<file path="src/rtl/and2_vec_pkg.sv">
// and2_vec_pkg: shared FSM states, sweep length and LFSR tap masks for the AND2 vector generator
package and2_vec_pkg;
  typedef enum logic [1:0] {IDLE, DRIVE, GAPW, DONE} state_t;
  function automatic int vec_total(input int w);
    return 1 << (2 * w);
  endfunction
  function automatic logic [7:0] lfsr_taps(input int nb);
    return nb == 2 ? 8'h03 : nb == 4 ? 8'h0C : nb == 6 ? 8'h30 : 8'hB8;
  endfunction
endpackage

</file>
<file path="src/rtl/and2_vec_idx.sv">
// and2_vec_idx: vector index register with load/advance/hold and last-vector flag (LFSR order under AND2_VEC_LFSR_EN)
module and2_vec_idx import and2_vec_pkg::*; #(
  parameter int NB = 4
) (
  input  logic          clk,
  input  logic          rst_n,
  input  logic          load,
  input  logic          adv,
`ifdef AND2_VEC_LFSR_EN
  input  logic          mode,
`endif
  output logic [NB-1:0] idx,
  output logic          last
);
`ifdef AND2_VEC_LFSR_EN
  localparam logic [NB-1:0] TAPS = NB'(lfsr_taps(NB));
  logic          lfsr;
  logic [NB-1:0] step;
  assign step = (idx >> 1) ^ (idx[0] ? TAPS : '0);
  // the LFSR state that steps back to the seed is the final vector of the sweep
  assign last = lfsr ? (idx != '0 && step == NB'(1)) : &idx;
  always_ff @(posedge clk or negedge rst_n)
    if (!rst_n) begin
      idx  <= '0;
      lfsr <= 1'b0;
    end else if (load) begin
      idx  <= '0;
      lfsr <= mode;
    end else if (adv) begin
      idx <= lfsr ? (idx == '0 ? NB'(1) : step) : idx + 1'b1;
    end
`else
  assign last = &idx;
  always_ff @(posedge clk or negedge rst_n)
    if (!rst_n) idx <= '0;
    else if (load) idx <= '0;
    else if (adv) idx <= idx + 1'b1;
`endif
endmodule

</file>
<file path="src/rtl/and2_vector_gen.sv">
// and2_vector_gen: exhaustive (A,B) sweep over valid/ready with optional idle gap; LFSR order via AND2_VEC_LFSR_EN
module and2_vector_gen import and2_vec_pkg::*; #(
  parameter int W   = 2,
  parameter int GAP = 0
) (
  input  logic         clk,
  input  logic         rst_n,
  input  logic         start_i,
  input  logic         ready_i,
`ifdef AND2_VEC_LFSR_EN
  input  logic         mode_i,
`endif
  output logic [W-1:0] a_o,
  output logic [W-1:0] b_o,
  output logic         valid_o,
  output logic         busy_o,
  output logic         done_o,
  output logic [2*W:0] vec_cnt_o
);
  localparam int CW = 2 * W + 1;
  localparam logic [3:0] GAP_LAST = 4'(GAP > 0 ? GAP - 1 : 0);
  state_t         state, state_nx;
  logic           load, adv, last, gap_end;
  logic [3:0]     gap_cnt;
  logic [2*W-1:0] idx;
  and2_vec_idx #(.NB(2 * W)) u_idx (
    .clk,
    .rst_n,
    .load,
    .adv,
`ifdef AND2_VEC_LFSR_EN
    .mode(mode_i),
`endif
    .idx,
    .last
  );
  assign a_o     = idx[2*W-1:W];
  assign b_o     = idx[W-1:0];
  assign gap_end = gap_cnt == GAP_LAST;
  always_comb begin
    state_nx = state;
    load     = 1'b0;
    adv      = 1'b0;
    unique case (state)
      IDLE: if (start_i) begin
        state_nx = DRIVE;
        load     = 1'b1;
      end
      DRIVE: if (ready_i) begin
        state_nx = last ? DONE : GAP > 0 ? GAPW : DRIVE;
        adv      = !last;
      end
      GAPW: state_nx = gap_end ? DRIVE : GAPW;
      default: state_nx = IDLE;
    endcase
  end
  // status outputs are registered from the next state so they line up with the state flops
  always_ff @(posedge clk or negedge rst_n)
    if (!rst_n) begin
      state     <= IDLE;
      valid_o   <= 1'b0;
      busy_o    <= 1'b0;
      done_o    <= 1'b0;
      gap_cnt   <= '0;
      vec_cnt_o <= '0;
    end else begin
      state     <= state_nx;
      valid_o   <= state_nx == DRIVE;
      busy_o    <= state_nx != IDLE;
      done_o    <= state_nx == DONE;
      gap_cnt   <= state == GAPW ? gap_cnt + 4'd1 : 4'd0;
      vec_cnt_o <= load ? '0 : vec_cnt_o + CW'(state == DRIVE && ready_i);
    end
endmodule

</file>
<file path="config.mk">
export PLATFORM = sky130hd
export DESIGN_NAME = and2_vector_gen
export DESIGN_NICKNAME = d
export VERILOG_FILES = /design/src/rtl/and2_vec_pkg.sv /design/src/rtl/and2_vec_idx.sv /design/src/rtl/and2_vector_gen.sv
export SDC_FILE = /design/constraint.sdc
export NUM_CORES = 1
export LEC_CHECK = 0
export ABC_AREA = 1
export CORE_MARGIN = 2
export CORE_UTILIZATION = 44
export DETAILED_ROUTE_END_ITERATION = 10
export GPL_TIMING_DRIVEN = 0
export PLACE_DENSITY = 0.75
export SETUP_SLACK_MARGIN = 0.02
export SYNTH_ARGS = -nofsm -noshare
export SYNTH_HDL_FRONTEND = slang
export SYNTH_HIERARCHICAL = 1
export SYNTH_SLANG_ARGS = --single-unit
</file>
<file path="constraint.sdc">
create_clock -name clk -period 1.56 [get_ports clk]
set_clock_uncertainty 0.05 [all_clocks]
set_input_delay 0.39 -clock clk [delete_from_list [all_inputs] [get_ports clk]]
set_output_delay 0.39 -clock clk [all_outputs]
set_load 0.01 [all_outputs]
</file>
Word level (Yosys, flattened, before mapping). Cells that the tools add are included.

Input bits: 4. Output and inout port bits: 12. Flip-flop bits (word level): 18. Logic and storage cells: 34.

Equal/unequal tests: 4. $add $sub $neg: 3. Muxes and demuxes: 13. Reduce and logical (&&, ||, !) cells: 7.

Operators with widths (number): 4-bit two-way mux (3); 4-bit by 1-bit adder with 4-bit output (second input constant) (2); 2-bit two-way mux (4); 2-bit one-hot mux with 3 select lines (1); 5-bit by 1-bit adder with 5-bit output (1); 5-bit two-way mux (1); 2-bit by 1-bit == test with 1-bit output (second input constant) (2); 2-bit == test (second input constant) (2); 4-bit zero test (1); 1-bit two-way mux (4); 4-bit AND reduction (1); 2-bit nonzero test (2); 2-bit zero test (1); 1-bit logical AND (1); 1-bit zero test (1).

Depth between registers and ports, before layout.
Word-level depth: 6. Depth in mapped cells: 9. Gate-level depth less buffers: 9.

Modules after synthesis. The synthesis kept the hierarchy.

By module, submodules not included: and2_vector_gen (times used 1, sequential area each 350.3 µm², cells an instance 72, area each 623.1 µm²); and2_vec_idx (times used 1, sequential area each 100.1 µm², cells an instance 25, area each 207.7 µm²).

Least setup slack after synthesis. No wires, ideal clock.

Path kind: flip-flop to flip-flop. From: register u_idx.idx[0]. To: register u_idx.idx[3]. Required time: 1391 ps. Clock period less this slack: 1762 ps. Path slack: -202 ps. Setup time: 119 ps. Buffers on the path: 0. Cell stages (with the launch flop): 9. Arrival: 1593 ps. Cell sequence: dfrtp_1 -> ha_1 -> and3_1 -> nor3_1 -> nor2_2 -> nor2_4 -> nand3_1 -> nand2_1 -> nor2_1.

Longest elaborated chain between the ends: 5. Elaborated cells on any way between the ends: 8. Classes of those cells: 1 x add/sub; 4 x mux; 3 x reduce/logical.

RTL lines: start: declaration (line and2_vec_idx.sv:12) `output logic [NB-1:0] idx,`; start signal: assignment (line and2_vec_idx.sv:37) `else if (adv) idx <= idx + 1'b1;`; 4-bit AND reduction (line and2_vec_idx.sv:33) `assign last = &idx;`; net last (line and2_vector_gen.sv:23) `logic load, adv, last, gap_end;`; 1-bit zero test (line and2_vector_gen.sv:51) `adv = !last;`; 1-bit two-way mux (line and2_vector_gen.sv:49) `DRIVE: if (ready_i) begin`; 1-bit two-way mux (line and2_vector_gen.sv:44) `unique case (state)`; net adv (line and2_vector_gen.sv:23); 2-bit nonzero test (no source line).

The timed path passes the listed nets, and every way through them passes these cells. The select of a mux whose other input is x is not followed. A chain may end at the register's enable or synchronous reset.

Final worst setup path.
From: register u_idx.idx[1]. To: register u_idx.idx[3].

Same word-level chain as after synthesis.

==> run_results.csv <==
group,metric,value,unit
clock_network,cts_buffers,3,
route,drc,0,
critical_path,startpoint_type,"flop",
timing,rsz0062_at_grt,"true",
synth,ys_ff_latch,18,
place,dpl.cell_count,137,
pwr,p_leak,0.000629,uW
clock_network,cts_sinks,18,
clock_network,clk_pin_slew,0.10,ns
clock_network,cts_buffer_depth,2,
job,drv_cap,0,
pwr,power_density,1610,nW/um2
final_layout,fin_cells,151,
final_layout,antenna_cells,0,
route,wl_per_cell,10.6,um
global_routing,grt_use_total,16.3,%
place,place_ws,-0.401,ns
critical_path,crit_slowest_cell,"dfrtp_1",
final_layout,fin_util,67.4,%
global_routing,grt_pass1_vias,605,
pwr,power.total,1890,uW
synth,syn_area_per_cell,8.56,um2
global_routing,grt_pass1_wl,2440,um
route,num_vias,711,
floorplan,boundaryPins,16,
critical_path,critPathKind,"reg -> reg",
clock_network,clk_latency,0.29,ns
synth,yosysUniqueCellTypes,15,
global_routing,grt_max_degree,19,
route,drt_pass1_iterations,4,
synth,netlist_instances,97,
critical_path,cp_max_fo,3,
critical_path,worstRegToRegCells,8,
critical_path,crit_top_cell,"nor2_4",
route,viasPerCell,4.71,
synth,yosys_warnings,6,
pwr,ir_drop,0.00103,V
timing,slew_headroom,48.5,%
min_path,min_path_cells,3,
final_layout,drive_above_1_share,23.0,%
critical_path,required,1.70,ns
global_routing,grt_use_met1,20.7,%
route,totalWireLength,1610,um
floorplan,dieArea,2250,um2
place,port_buffers,15,
status,status,"complete, no violations",
clock_network,cts-root-buf,"clkbuf_4",
place,place_congestion,0.700,
timing,hold_viol,0,
clock_network,cts_tree,"yes",
synth,synth.area.top_cells,"dfrtp_1, inv_1, nand2_1, ha_1, nor2_1",
final_layout,mostFrequentLayoutCell,"dfrtp_1",
global_routing,grt-ovfl-total,0,
critical_path,critical-path-max-stage-delay,0.41,ns
critical_path,crit_chain,"ha_2, and3_4, nor3_4, nor2_4, nor2_4, nand3_2, nand2_1, nor2_1",
final_layout,nFillCells,145,
timing,setup_viol,0,
global_routing,busiest_layer,"met2",
floorplan,placementRows,15,
synth,synth_top_area_share,54.2,%
global_routing,antenna_found_initial,0,
global_routing,globalRouteMet2Util,25.4,%
synth,synthesis.area,831,um2
floorplan,die_h,47.5,um
route,drt_iter0_drc,17,
floorplan,die_w,47.5,um
timing,fin_tns_setup,0,ns
timing,slew_viol_final,0,
synth,synth_seq_area_share,54.2,%
synth,mappedNetlistNets,106,
global_routing,grt_use_met3,4.53,%
timing,fmax,676,MHz
floorplan,core-area,1750,um2
min_path,hold_class,"in -> reg",
timing,fin_crit_sh,94.9,%
critical_path,cp.arrival,1.62,ns
floorplan,start_util,47.6,%
clock_network,htreeDepth,1,
route,ant_nets,0,
final_layout,mostFrequentLayoutCells,"dfrtp_1, nand2_1, inv_1",
clock_network,postCtsHoldBufs,0,
final_layout,nets,136,
critical_path,cp-end-kind,"flop",
timing,setup_slack,0.0798,ns
synth,synth_area_leader_cell,"dfrtp_1",
place,hpwl,1070,um
final_layout,area_delta_synth_final,41.6,%
timing,layout_min_cycle_time,1.48,ns
timing,tightest_slew,0.771,ns
cells by family after synthesis:
family | after synthesis | share of synthesized area, %
compound gates | 7 | 4.22
buf+inv | 19 | 8.58
flops | 18 | 54.2
fa+ha+maj | 5 | 7.53
simple gates | 48 | 25.5
metal layers:
layer / part of all wire (%) / routed length, um / vias to the layer above
met1: 48 / 776 / 326
li1: - / - / 362
met2: 48 / 769 / 21
met5: 0 / 0 / -
met4: 0.75 / 12 / 0
met3: 3.1 / 50 / 2
path summary, 6_finish.rpt:
| check | slack [ns] | start | endpoint |
|---|---|---|---|
| max | 0.08 | u_idx/idx[1] | u_idx/idx[3] |
| min | 0.40 | ready_i | done_o |
| max reg2reg | 0.08 | u_idx/idx[1] | u_idx/idx[3] |
| min reg2reg | 0.47 | gap_cnt[2] | gap_cnt[2] |
| max in group asynchronous | 0.49 | rst_n | vec_cnt_o[3] |
| min in group asynchronous | 0.49 | rst_n | vec_cnt_o[0] |
cells in the mapped netlist:
cell,n
nor2_1,15
nand2_1,18
ha_1,5
nor2_4,1
nand2_2,1
nor3_1,1
dfrtp_1,18
inv_1,18
inv_2,1
o21ai_0,2
and3_1,1
nand4_1,2
nor2_2,1
nand3_1,8
a21oi_1,5
per-stage QoR:
step                cell area (um2)  hold slack, ns
floorplan                       842          0.0444
global placement               1020           0.446
detailed placement             1020           0.453
CTS                            1100           0.471
global route                   1180           0.400
finish                         1180           0.399
worst max-delay path: cells and delay by family (launching register included):
kind / cells / cell delay [ns]
adders and majority gates: 1 / 0.19
DFF: 1 / 0.41
and+or+nand+nor: 7 / 0.72
report_power, final:
part / internal [uW] / switching, uW / leakage (uW)
clock network: 142 / 140 / 0.0000210
registers: 609 / 99.7 / 0.000214
logic: 448 / 454 / 0.000394
total: 1200 / 694 / 0.000629
registers in the layout (all words and copies together), names as in the netlist:
register and count:
gap_cnt 4, valid_o 1, u_idx/idx 4, done_o 1
vec_cnt_o 5, busy_o 1, state 2
layout make-up:
cell class | instances | area (um2) | area share [%]
Inverter | 19 | 71.3 | 6.06
Clock buffer | 4 | 36.3 | 3.09
Timing Repair Buffer | 25 | 209 | 17.8
Sequential cell | 18 | 450 | 38.3
Multi-Input combinational cell | 60 | 378 | 32.1
Tap cell | 25 | 31.3 | 2.66
timing repair:
action,in CTS,in global routing
pin swaps,1,4
setup endpoints to repair,14,5
gates resized for setup,18,12
setup buffers,6,4
Note: power is estimated with default switching activity, not from simulation.
